`src/rtl/memory_reg_stage_module.sv`:
```
// MEM stage: data memory access plus the MEM/WB pipeline register.
// Define MEM_SUBWORD_EN to enable byte/half loads and stores with misalignment detection.
module memory_reg_stage_module #(
    parameter int DMEM_WORDS = 64
) (
    input  logic        clk,
    input  logic        rst,
    input  logic        RegWriteM,
    input  logic        ResultSrcM,
    input  logic        MemWriteM,
    input  logic [2:0]  funct3M,
    input  logic [31:0] ALUResultM,
    input  logic [31:0] WriteDataM,
    input  logic [4:0]  RdM,
    input  logic [31:0] PCPlus4M,
    output logic        RegWriteW,
    output logic        ResultSrcW,
    output logic [31:0] ALUResultW,
    output logic [31:0] ReadDataW,
    output logic [4:0]  RdW,
    output logic [31:0] PCPlus4W,
    output logic        MisalignW
);
    localparam int AW = $clog2(DMEM_WORDS);

    logic [31:0]   mem [DMEM_WORDS];
    logic [AW-1:0] wordIdx;
    logic [31:0]   rdWord;
    logic [31:0]   loadData;
    logic [31:0]   storeData;
    logic [3:0]    byteEn;
    logic          misalign;
    logic          unusedBits;

    // Upper address bits are dropped, so addresses alias modulo the memory size.
    assign wordIdx = ALUResultM[AW+1:2];
    assign rdWord  = mem[wordIdx];

`ifdef MEM_SUBWORD_EN
    logic [1:0]  offset;
    logic [7:0]  loadByte;
    logic [15:0] loadHalf;

    assign offset     = ALUResultM[1:0];
    assign loadByte   = rdWord[{offset, 3'b000} +: 8];
    assign loadHalf   = offset[1] ? rdWord[31:16] : rdWord[15:0];
    assign unusedBits = ^ALUResultM[31:AW+2];

    // funct3M[1:0] gives the access size; funct3M[2] selects zero-extension on loads.
    always_comb begin
        misalign  = 1'b0;
        byteEn    = 4'b1111;
        storeData = WriteDataM;
        loadData  = rdWord;
        case (funct3M[1:0])
            2'b00: begin
                byteEn    = 4'b0001 << offset;
                storeData = {4{WriteDataM[7:0]}};
                loadData  = {{24{loadByte[7] & ~funct3M[2]}}, loadByte};
            end
            2'b01: begin
                misalign  = offset[0];
                byteEn    = offset[1] ? 4'b1100 : 4'b0011;
                storeData = {2{WriteDataM[15:0]}};
                loadData  = {{16{loadHalf[15] & ~funct3M[2]}}, loadHalf};
            end
            default: misalign = (offset != 2'b00);
        endcase
        if (misalign) begin
            byteEn   = 4'b0000;
            loadData = 32'h0;
        end
    end
`else
    assign misalign   = 1'b0;
    assign byteEn     = 4'b1111;
    assign storeData  = WriteDataM;
    assign loadData   = rdWord;
    assign unusedBits = ^{ALUResultM[31:AW+2], ALUResultM[1:0], funct3M};
`endif

    // Memory is not reset; stores are only blocked while reset is asserted.
    always_ff @(posedge clk) begin
        if (rst && MemWriteM) begin
            for (int b = 0; b < 4; b++) begin
                if (byteEn[b]) mem[wordIdx][8*b +: 8] <= storeData[8*b +: 8];
            end
        end
    end

    always_ff @(posedge clk or negedge rst) begin
        if (!rst) begin
            RegWriteW  <= 1'b0;
            ResultSrcW <= 1'b0;
            ALUResultW <= 32'h0;
            ReadDataW  <= 32'h0;
            RdW        <= 5'h0;
            PCPlus4W   <= 32'h0;
            MisalignW  <= 1'b0;
        end else begin
            RegWriteW  <= RegWriteM;
            ResultSrcW <= ResultSrcM;
            ALUResultW <= ALUResultM;
            ReadDataW  <= loadData;
            RdW        <= RdM;
            PCPlus4W   <= PCPlus4M;
            MisalignW  <= misalign & (MemWriteM | ResultSrcM);
        end
    end
endmodule

```
`config.mk`:
```
export PLATFORM = sky130hd
export DESIGN_NAME = memory_reg_stage_module
export DESIGN_NICKNAME = d
export VERILOG_FILES = /design/src/rtl/memory_reg_stage_module.sv
export SDC_FILE = /design/constraint.sdc
export NUM_CORES = 2
export LEC_CHECK = 0
export ABC_AREA = 0
export CAP_MARGIN = 20
export CORE_MARGIN = 2
export CORE_UTILIZATION = 45
export CTS_CLUSTER_DIAMETER = 200
export CTS_CLUSTER_SIZE = 14
export DETAILED_ROUTE_END_ITERATION = 16
export PLACE_DENSITY_LB_ADDON = 0.1
export SLEW_MARGIN = 20
export SYNTH_ARGS = -nofsm -noshare
export SYNTH_HDL_FRONTEND = slang
export SYNTH_SLANG_ARGS = --single-unit
```
`constraint.sdc`:
```
create_clock -name clk -period 2 [get_ports clk]
set_input_delay 0.3 -clock clk [delete_from_list [all_inputs] [get_ports clk]]
set_output_delay 0.3 -clock clk [all_outputs]
set_load 0.02 [all_outputs]
```
-- Word level (Yosys, flattened, before mapping)
Memories as Yosys holds them, arrays and structs flattened. A register that Yosys moved wholly into a read port is not among the register bits.
Index checks and enable logic that the tools add are counted.
- bits of input ports: 109
- word-level logic and storage cells: 10
- memories: 1
- bits in writable memories: 2048
- register bits: 71
- memories (name ; depth ; bits a word ; rd ports ; clocked after memory_dff ; wr ports ; line ; text):
    mem ; 64 ; 32 ; 1 ; 1 ; 1 ; 26 ; logic [31:0] mem [DMEM_WORDS];
- reduce and logical (&&, ||, !) cells: 2
- muxes and demuxes: 2
- operators with widths (kind ; count):
    two-way mux 1 bit ; 2
    logical AND 1 bit ; 1
    zero test 1 bit ; 1

-- Longest topological paths before layout
- depth in word-level cells: 3
- depth in mapped cells: 11
- gate-level depth less buffers: 6

-- Least setup slack after synthesis
OpenSTA, ideal clock, no wires.
- path type: in2reg
- from: input port ALUResultM[4]
- to: memory mem[12][0], enable pin
- buffers on the path: 6
- data arrival time: 2.949 ns
- setup time: 0.421 ns
- cell stages on the path: 8
- slack: -1.370 ns
- required time: 1.579 ns
- cells stage by stage: buf_4 > buf_6 > buf_4 > buf_2 > buf_2 > buf_2 > nand3_1 > nor2_1
- RTL lines (element ; line ; text):
    start, declared ; 12 ; input logic [31:0] ALUResultM,
    end, declared ; 26 ;
Straight into the memory's write port.

==> metrics <==
status=complete, but fails checks; failing checks=setup timing; total track usage=28.63%; CTS clock-pin slew for the worst setup and hold paths=about 0.070 ns; RSZ-0062 raised after global routing=true; CTS buffer count=~170; crit-path max FO=25; fin nets=5,513; Initial Util=45.26%; CP Capture Type=flop; first-pass GRT wire length=366,400 µm; post-synthesis cell area=80,670 µm²; IO Port Bufs=208; Switching Power=20.25 mW; final setup fails=2; routability congestion estimate=around 0.9; Hold Path Depth=1; Fmax=492.0 MHz; asr flop ratio synth=4.788%; slowest CP cell=a2111oi_2; Starting DRT DRC Count=6,567; post-synthesis sequential element count=2,151; Avg Cell Area, Syn=between 15 and 20 µm²; area growth from synthesis to layout=24.41%; Combinational Power Share=8.0%; sum of buffers and inverters on the critical path=3; Post-synth EDFFs=2,048; Sw Share=22.83%; slew of the pin with the lowest slew margin=a little over 1 ns; slew margin rel.=32.04%; R2R Path Start=mem[58][4]; most common cell after layout, fill and taps aside=edfxtp_1; Clock power frac=35.8%; Min Clock Period, post-route=roughly 2 ns; post-synth cell types=60; Clk Latency, worst-skew pair=0.85 ns; Final Hold Vio Count=0; sequential power share=56.2%; Syn Nets=roughly 4,600; drt total wl=262,400 µm; crit path cell chain=buf_8 -> buf_12 -> and2_4 -> buf_4 -> a22oi_1 -> nor2_1 -> a2111oi_2 -> o22ai_1 -> or3_1; max cap viols=0; H-tree depth=4; routed vias=slightly below 50,000; Setup Skew=between 0.03 and 0.04 ns; antenna violations before repair=16; DR vias/cell=6.191; total congestion overflow=0; Cells after Synth=around 4,500; Worst R2R Path Depth=7; core area=178,200 µm²; delay-heaviest family, CP=compound AO/OA/AOI/OAI gates; Die H=427.4 µm; final critical-path share of the clock period=101.6%; Power, Total=88.69 mW; Bufs on Longest Clock Path=3; Worst Hold Launch=WriteDataM[22]; crit-path max cell delay=0.64 ns; CTS tree=yes; WL/cell=33.36 µm; DRC viols=0; most frequent cells in the layout=edfxtp_1, buf_4, a221oi_1; placed insts=about 7,500; synth warn=0; Clock Sinks=~2,200; capturing point of the worst reg2reg path=ReadDataW[4]; critical path arrival=~2.7 ns; Lkg Pwr=between 30 and 40 nW; largest net degree at the start of global routing=104; vias in the first global route=47,140; max-slew violation count=0; setup slack, reg-to-reg=-0.01 ns; die width=427.4 µm; HP Class=input port to flop; Seq/Total Area, Yosys=79.43%; Root Driver=clkbuf_16; P per Cell Area=883.7 nW/µm²; maximum VDD drop=about 0.94 mV; fraction of layout cells with a size suffix above 1=25.54%; Critical Path RT=2.70 ns; Worst Hold End=mem[50][22]; Detailed Routing Iterations Pass 1=6; cell-internal power=68.45 mW; Final Non-Filler Cells=7,865; Routed Antenna Nets=0; ys flop type=edfxtp_1; Critical Path Start Type=input port; Placed Instance Area=about 94,000 µm²; Post-CTS Setup Inserts=0; fin area=100,400 µm²; row cnt=155; post-route setup slack=-0.03256 ns; die area=182,700 µm²; I/O pins=213; Final HPWL DP=173,000 µm; Critical Setup Path Class=input port to flop
[Yosys cell counts, drive strengths merged (7+ instances only)]
master / n / area [µm²]
a221oi: 323 / 2829
o32ai: 30 / 262.8
a22oi: 249 / 1869
nor2b: 7 / 43.79
nand3: 35 / 175.2
mux2i: 182 / 1822
or3: 52 / 325.3
clkbuf: 151 / 566.8
o22ai: 122 / 763.2
nor3: 33 / 170.2
dfrtp: 103 / 2577
nand4: 17 / 106.4
mux4: 49 / 1104
mux2: 132 / 1486
edfxtp: 2048 / 61500
o2111ai: 13 / 113.9
nor2: 246 / 923.4
o221ai: 7 / 61.31
a2111oi: 12 / 105.1
a32oi: 14 / 122.6
a31oi: 29 / 181.4
buf: 183 / 959.7
o21ai: 135 / 675.7
a211oi: 28 / 210.2
a22o: 57 / 499.2
o211ai: 14 / 105.1
nand2: 94 / 352.8
a21oi: 72 / 360.4
[worst reg2reg max path, delay by kind of cell, from the launching register on]
kind                   cells  cell delay (ns)
multiplexers               1             0.29
buffers and inverters      1             0.15
AND/OR/NAND/NOR            2             0.69
flip-flops                 1             0.36
AO/OA/AOI/OAI              3             0.42
[kinds of logic after synthesis]
family,share of synthesized area [%]
flip-flops,79.43
AO/OA/AOI/OAI,10.37
AND/OR/NAND/NOR,2.817
multiplexers,5.469
buffers and inverters,1.911
other,0.004648
[worst max path at each step]
| stage | startpoint | endpoint | slack, ns | cells after the start |
|---|---|---|---|---|
| after floorplan | ALUResultM[4] | mem[11][0] | -0.26 | 9 |
| after global placement | ALUResultM[2] | ReadDataW[19] | -1.45 | 9 |
| after CTS | mem[1][9] | ReadDataW[9] | -0.01 | 8 |
| after detailed placement | ALUResultM[2] | ReadDataW[19] | -1.18 | 9 |
| final | ALUResultM[2] | ReadDataW[15] | -0.03 | 9 |
| after global routing | mem[58][4] | ReadDataW[4] | -0.12 | 7 |
[state kept, by name (all words and copies together), names as in the netlist]
register / count
RegWriteW: 1
ResultSrcW: 1
ReadDataW: 32
ALUResultW: 32
mem: 2048
RdW: 5
PCPlus4W: 32
[metrics by stage]
stage | util [%] | setup WS [ns] | hold WS [ns] | TNS, ns
after floorplan | - | -0.2629 | 0.004409 | -467.62
after global placement | 52.68 | -1.450 | 0.5308 | -1020.29
after detailed placement | 52.68 | -1.183 | 0.5337 | -1036.55
after CTS | 56.12 | -0.01154 | 0.01612 | -0.03271
after global routing | 56.31 | -0.1203 | 0.02958 | -0.3133
final | 56.31 | -0.03256 | 0.03605 | -0.04195
[metal layers]
layer	up-vias	GRT usage [%]	wire length (µm)
li1	20400	-	-
met5	-	0	24
met1	25670	41.41	110900
met4	4	7.553	6913
met2	2283	45.26	123700
met3	334	4.623	20820
[what timing repair did]
item	CTS	global route
hold buffers	91	1
endpoints found under the setup margin	120	26
gates resized for setup	227	82
gates cloned	0	0
pin swaps	13	27
hold endpoints to repair	840	1
[power by group through the flow]
stage	registers [mW]	clock network, mW	logic (mW)
4_1_cts	49.9	32.2	6.95
2_1_floorplan	50.9	0	2.38
3_3_place_gp	50.8	0	6.76
5_1_grt	49.8	33.8	7.41
6_report	49.9	31.8	7.07
3_5_place_dp	50.8	0	6.79
[area by class of cell]
type / count / area [µm²]
Timing Repair Buffer: 1075 / 11880
Clock buffer: 262 / 4684
Inverter: 4 / 20.02
Fill cell: 13730 / 77870
Multi-Input combinational cell: 2001 / 16540
Clock inverter: 13 / 186.4
Tap cell: 2355 / 2947
Antenna cell: 4 / 10.01
Sequential cell: 2151 / 64090
No activity file was read; power rests on OpenSTA's default activity.
